### src/rtl/serial_sub32.sv
// Slice-serial subtractor: DIFF = A - B - bin, one SLICE-bit slice per clock, LSB first,
// computed as A + ~B + ~bin with the inter-slice carry held in a register.
module serial_sub32 #(
    parameter int WIDTH = 32,
    parameter int SLICE = 4
) (
    input  logic             clk,
    input  logic             rst,
    input  logic             start,
    input  logic [WIDTH-1:0] A,
    input  logic [WIDTH-1:0] B,
    input  logic             bin,
    output logic [WIDTH-1:0] diff,
    output logic             bout,
    output logic             ovf,
    output logic             busy,
    output logic             done
);
    localparam int NSLICE = WIDTH / SLICE;
    localparam int CW     = (NSLICE > 1) ? $clog2(NSLICE) : 1;

    typedef enum logic [1:0] {S_IDLE, S_RUN, S_DONE} state_t;

    // Handshake: start is accepted on a rising edge only when busy=0 (IDLE or DONE);
    // done is a one-cycle pulse and diff/bout/ovf stay valid until the next accept.
    state_t           state_q, state_d;
    logic [WIDTH-1:0] a_q, a_d;
    logic [WIDTH-1:0] nb_q, nb_d;
    logic             c_q, c_d;
    logic [CW-1:0]    cnt_q, cnt_d;
    logic [WIDTH-1:0] diff_q, diff_d;
    logic             bout_q, bout_d;
    logic             ovf_q, ovf_d;
    logic [SLICE:0]   slice_sum;
    logic             accept;
    logic             last_slice;

    assign accept     = start && (state_q != S_RUN);
    assign last_slice = (cnt_q == CW'(NSLICE - 1));

    always_ff @(posedge clk or posedge rst) begin
        if (rst) begin
            state_q <= S_IDLE;
        end else begin
            state_q <= state_d;
        end
    end

    always_comb begin
        state_d = state_q;
        case (state_q)
            S_IDLE:  if (start) state_d = S_RUN;
            S_RUN:   if (last_slice) state_d = S_DONE;
            S_DONE:  state_d = start ? S_RUN : S_IDLE;
            default: state_d = S_IDLE;
        endcase
    end

    always_comb begin
        busy = (state_q == S_RUN);
        done = (state_q == S_DONE);
    end

    always_ff @(posedge clk or posedge rst) begin
        if (rst) begin
            a_q    <= '0;
            nb_q   <= '0;
            c_q    <= 1'b0;
            cnt_q  <= '0;
            diff_q <= '0;
            bout_q <= 1'b0;
            ovf_q  <= 1'b0;
        end else begin
            a_q    <= a_d;
            nb_q   <= nb_d;
            c_q    <= c_d;
            cnt_q  <= cnt_d;
            diff_q <= diff_d;
            bout_q <= bout_d;
            ovf_q  <= ovf_d;
        end
    end

    always_comb begin
        a_d       = a_q;
        nb_d      = nb_q;
        c_d       = c_q;
        cnt_d     = cnt_q;
        diff_d    = diff_q;
        bout_d    = bout_q;
        ovf_d     = ovf_q;
        slice_sum = {1'b0, a_q[cnt_q*SLICE +: SLICE]} + {1'b0, nb_q[cnt_q*SLICE +: SLICE]}
                    + {{SLICE{1'b0}}, c_q};
        if (accept) begin
            a_d    = A;
            nb_d   = ~B;
            c_d    = ~bin;
            cnt_d  = '0;
            diff_d = '0;
        end else if (state_q == S_RUN) begin
            diff_d[cnt_q*SLICE +: SLICE] = slice_sum[SLICE-1:0];
            c_d = slice_sum[SLICE];
            if (!last_slice) begin
                cnt_d = cnt_q + 1'b1;
            end else begin
                // Carry out of A + ~B + ~bin is the inverted borrow; nb_q holds ~B.
                bout_d = ~slice_sum[SLICE];
                ovf_d  = (a_q[WIDTH-1] != ~nb_q[WIDTH-1]) && (diff_d[WIDTH-1] != a_q[WIDTH-1]);
            end
        end
    end

    assign diff = diff_q;
    assign bout = bout_q;
    assign ovf  = ovf_q;
endmodule
### config.mk
export PLATFORM = sky130hd
export DESIGN_NAME = serial_sub32
export DESIGN_NICKNAME = d
export VERILOG_FILES = /design/src/rtl/serial_sub32.sv
export SDC_FILE = /design/constraint.sdc
export NUM_CORES = 1
export LEC_CHECK = 0
export BUFFER_PORTS_ARGS = -buffer_cell sky130_fd_sc_hd__buf_2
export CAP_MARGIN = 30
export CORE_MARGIN = 5
export CORE_UTILIZATION = 29
export DETAILED_ROUTE_END_ITERATION = 16
export PLACE_DENSITY = 0.52
export SKIP_LAST_GASP = 1
export SYNTH_ARGS = -nofsm -noshare
export SYNTH_HDL_FRONTEND = slang
export SYNTH_SLANG_ARGS = --single-unit
### constraint.sdc
create_clock -name clk -period 3.8 [get_ports clk]
set_clock_uncertainty 0.15 [all_clocks]
set_input_delay 0.76 -clock clk [delete_from_list [all_inputs] [get_ports clk]]
set_output_delay 0.76 -clock clk [all_outputs]
set_load 0.005 [all_outputs]
# Yosys cells after proc, flatten, opt, wreduce, memory -nomap -nowiden
# Index checks and enable logic that the tools add are counted.
[totals] inputBits=68 output_inout_bits=36 elab_cells=49 register_bits=104
[op_classes] shifts=4 n_reduce_logical=7 bitwise_logic=5 n_eq_ne=9 n_mux=12 add_sub_neg=4
[ops] cell="32-bit two-way mux" n=2
[ops] cell="32-bit by 6-bit variable part select with 4-bit output" n=2
[ops] cell="5-bit negation with 34-bit output" n=1
[ops] cell="4-bit by 34-bit variable shift with 32-bit output (first input constant)" n=1
[ops] cell="4-bit by 34-bit variable part select with 32-bit output" n=1
[ops] cell="32-bit bitwise mux" n=1
[ops] cell="32-bit inverter" n=1
[ops] cell="3-bit two-way mux" n=3
[ops] cell="2-bit case mux with 3 select lines" n=1
[ops] cell="4-bit by 4-bit adder with 5-bit output" n=1
[ops] cell="5-bit by 1-bit adder with 5-bit output" n=1
[ops] cell="2-bit two-way mux" n=2
[ops] cell="2-bit by 1-bit inequality test with 1-bit output (second input constant)" n=2
[ops] cell="2-bit inequality test (second input constant)" n=2
[ops] cell="1-bit inverter" n=4
[ops] cell="2-bit AND reduction" n=2
[ops] cell="3-bit by 1-bit adder with 3-bit output (second input constant)" n=1
[ops] cell="3-bit == test (second input constant)" n=1
[ops] cell="1-bit two-way mux" n=3
[ops] cell="3-bit AND reduction" n=1
[ops] cell="2-bit by 1-bit == test with 1-bit output (second input constant)" n=1
[ops] cell="2-bit == test (second input constant)" n=1
[ops] cell="1-bit logical AND" n=2
[ops] cell="2-bit logical NOT" n=1
[ops] cell="2 further kinds" n=3

# Logic depth before layout (Yosys ltp)
[depth] ltp_word=7 mapped_depth=12 depth_no_buf=10

# Worst setup path before layout
# No wires, ideal clock.
[synth_timing] path_kind="register -> register" from="register cnt_q[0]" to="register diff_q[31] (netlist: diff[31])" arrival_time_ns=2.773 path_buffers=2 path_stages_with_launch=12 period_less_slack_ns=3.043 setup_time_ns=0.120 required_time_ns=3.530 path_slack_ns=0.757 cell_sequence="dfrtp_1 > buf_6 > buf_6 > mux4_2 > nand2_1 > nand2_1 > fa_1 > a21o_1 > a21oi_1 > nor4_2 > o31a_1 > a31o_1"
[synth_between] elab_chain_len=7 word_cells_on_any_way=10 classes_between="add/sub (3); shift (4); mux (3)"
[synth_rtl] element="from (decl)" line="30" text="logic [CW-1:0] cnt_q, cnt_d;"
[synth_rtl] element="from (signal assigned)" line="77" text="cnt_q <= cnt_d;"
[synth_rtl] element="32-bit by 6-bit variable part select with 4-bit output" line="92" text="slice_sum = {1'b0, a_q[cnt_q*SLICE +: SLICE]} + {1'b0, nb_q[cnt_q*SLICE +: SLICE]}"
[synth_rtl] element="4-bit by 4-bit adder with 5-bit output" line="92"
[synth_rtl] element="5-bit by 1-bit adder with 5-bit output" line="93" text="+ {{SLICE{1'b0}}, c_q};"
[synth_rtl] element="4-bit by 34-bit variable part select with 32-bit output" line="101" text="diff_d[cnt_q*SLICE +: SLICE] = slice_sum[SLICE-1:0];"
[synth_rtl] element="32-bit bitwise mux (*)" line="101"
[synth_rtl] element="32-bit two-way mux (*)" line="100" text="end else if (state_q == S_RUN) begin"
[synth_rtl] element="32-bit two-way mux (*)" line="94" text="if (accept) begin"
[synth_rtl] element="to (signal assigned)" line="78" text="diff_q <= diff_d;"
[synth_rtl] element="to (decl)" line="31" text="logic [WIDTH-1:0] diff_q, diff_d;"
# Every way passes the cells marked *; elsewhere a longest branch is shown, timed or not. The select of a mux whose other input is x is not followed.
# A chain may end at the register's enable or synchronous reset.

# Final worst setup path
# Ends and elaborated chain as after synthesis.

==> results.md <==
- Outcome: finished clean
- Post-synth EDFFs: 0
- Die H: ~140 um
- Power Density: roughly 900 nW/um^2
- CP endpoint kind: flip-flop
- Post-synthesis average cell area: just over 10 um^2
- Max IR drop VDD: between 0.0003 and 0.0004 V
- CORE AREA: 16000 um^2
- Reg2reg end: diff[31]
- Clock share of power: around a fifth
- Ys async rst share: 100%
- Via total after detailed routing: around 3500
- Cells after Synth: between 400 and 500
- Vias in the first global route: 3640
- Share of cells above drive strength 1: 27.6%
- Post-place setup slack: between 0.6 and 0.7 ns
- Slew HR: between 40% and 50%
- HP Class: reg2reg
- DR iter-0 viols: approximately 220
- CTS Hold Bufs: 0
- FF-to-FF path depth: 11
- Reg2Reg Launch Point: cnt_q[0]
- Fin crit share: between 80% and 90%
- Setup TNS: 0 ns
- Synth warn: 0
- Leak: approximately 0.003 uW
- # rows: 46
- Starting Density: ~30%
- Psw: between 2000 and 2500 uW
- Post_cts resized: 0
- Drt drc: 0
- Startpoint types: flip-flop
- Total CTS buffers: 9
- First-pass GRT wire length: between 15000 and 20000 um
- CTS root buffer: clkbuf_16
- Max-slew violation count: 0
- Antenna violations before repair: 0
- Fmax: slightly above 300 MHz
- Crit path kind: reg2reg
- Post-Syn Nets: around 540
- Combinational Power Share: 45.3%
- Area after DPL: 5490 um^2
- Hold Path End: a_q[30]
- Final Cell Area: slightly below 6000 um^2
- Synth Flop Type: dfrtp_1
- Die ar.: around 19000 um^2
- R2R Setup Slk: ~0.59 ns
- Sequential power share: approximately 36%
- Fin. Hold Viols: 0
- ANT nets after route: 0
- Setup violators final: 0
- CTS tree: done
- Chip width: about 140 um
- Sequential-to-total area share from yosys stat: between 50% and 60%
- Detailed Routing Iterations Pass 1: 4
- Clock sink count: between 100 and 150
- WP data required: 3.89 ns
- DR vias/cell: between 4 and 5
- Final GP Congestion: roughly 0.8
- Max Cap Violations: 0
- Ports: about 100
- Input/output buffers: roughly 100
- Unique masters post-synth: 40
- Total Nets Final: 637
- Clock Tree Buf Depth: 2
- Avg WL per Cell: 15.5 um
- #FFs+latches synth: 104
- Gr usage total: a little over an eighth
- Tmin final: 3.21 ns
- Fillers: around 1700
- Crit Path Max Fanout: 15
- Ant diodes: 0
- Largest net degree at the start of global routing: between 50 and 60
- Worst Setup Slack, final: 0.591 ns
- Crit path DAT: around 3.3 ns
- Setup repair after global routing missed its margin: false
- Dpl hpwl: a little over 9000 um
- # Post-CTS Setup Buffers: 0
- Hold path cells: 2
- CTS clk-pin slew, worst paths: approximately 0.070 ns
- Cell Int Power: 3220 uW
- Most frequent cells in the layout: nand2_1 (166), dfrtp_1 (104), buf_2 (103), o21ai_0 (45), a22o_1 (22)
- Sw frac: between 40% and 50%
- Most common cell after layout, fill and taps aside: nand2_1
- Total grt overflow: 0
- Worst-skew pair later-pin latency: roughly 0.36 ns
- H-tree Lvls: 3
- Area grow syn2layout: 22.4%
- Final WL: between 10000 and 15000 um
- Synth Cell Area: between 4000 and 5000 um^2
- Worst Max-Slew Pin Slew: around 0.87 ns
- Hold_sp: a_q[30]
==> routing by layer <==
metal / vias up / wire [um] / GRT usage (%)
met5: - / 0 / 0
met4: 0 / 115 / 2.81
li1: 1750 / - / -
met3: 12 / 770 / 4.21
met2: 101 / 5360 / 19.7
met1: 1680 / 5830 / 18.5
==> final cells by class <==
| class | instances | area, um^2 | area share (%) |
|---|---|---|---|
| Clock buffer | 11 | 253 | 4.34 |
| Clock inverter | 4 | 77.6 | 1.33 |
| Inverter | 13 | 51.3 | 0.882 |
| Multi-Input combinational cell | 318 | 1980 | 34.0 |
| Sequential cell | 104 | 2600 | 44.7 |
| Tap cell | 216 | 270 | 4.64 |
| Timing Repair Buffer | 111 | 588 | 10.1 |
==> synth_stat cells, drive strengths merged (2+ instances only) <==
library cell / n / area share (%)
a21oi: 8 / 0.84
a22o: 22 / 4.1
and2: 2 / 0.26
buf: 19 / 2.4
clkbuf: 4 / 0.32
dfrtp: 104 / 55
fa: 2 / 0.84
ha: 10 / 2.6
inv: 13 / 1.0
mux2: 2 / 0.47
mux4: 16 / 7.7
nand2: 167 / 13
nand2b: 3 / 0.39
nand3: 7 / 0.74
nor2: 9 / 0.76
nor2b: 3 / 0.39
nor3: 4 / 0.74
o21ai: 45 / 4.7
o31a: 3 / 0.55
xnor2: 2 / 0.37
==> power groups by stage <==
stage | clock network, uW | registers, uW | logic (uW)
final | 1020 | 1920 | 2430
after global placement | 0 | 1950 | 2450
after CTS | 1050 | 1930 | 2490
after floorplan | 0 | 1820 | 1790
after global routing | 1100 | 1990 | 2760
after detailed placement | 0 | 1950 | 2480
==> state kept, by name, summed over array words and instances (netlist names) <==
register  flops
state_q       2
a_q          32
cnt_q         3
c_q           1
nb_q         32
ovf           1
bout          1
diff         32
==> worst max-delay path: stages, from the launching register on <==
cell and delay [ns]:
dfrtp_1 0.50, buf_12 0.21, mux4_1 0.56, nand2_1 0.07, and2_1 0.18, inv_1 0.06
ha_1 0.29, a21o_1 0.18, a21oi_1 0.30, nor4_2 0.11, o31a_1 0.31, a31o_1 0.18
==> cells by family after synthesis <==
kind of cell | after synthesis | synth area share, %
buffers and inverters | 36 | 3.79
xor gates and xnor gates | 3 | 0.553
adders and majority gates | 12 | 3.47
and+or+nand+nor | 201 | 17.9
muxes | 19 | 8.42
AOI/OAI and AO/OA | 83 | 11.1
DFF | 104 | 54.7
==> how the worst max path moves through the flow <==
stage	start	to	slack, ns	cells past startpoint
after floorplan	rst	a_q[0]	0.16	1
after global placement	cnt_q[0]	diff[31]	0.64	11
after detailed placement	cnt_q[0]	diff[31]	0.61	11
after CTS	cnt_q[0]	diff[31]	0.57	11
after global routing	cnt_q[0]	diff[31]	0.42	11
final	cnt_q[0]	diff[31]	0.59	11
==> stage by stage <==
stage          utilization [%]  hold WS, ns  power (uW)  cells
5_1_grt                   36.4        0.343        5840    777
2_1_floorplan                -        0.287        3610    458
6_report                  36.4        0.323        5370    777
3_5_place_dp              34.3        0.313        4430    762
3_3_place_gp              34.3        0.307        4390    762
4_1_cts                   36.4        0.329        5470    777
(Power assumes the default switching activity.)
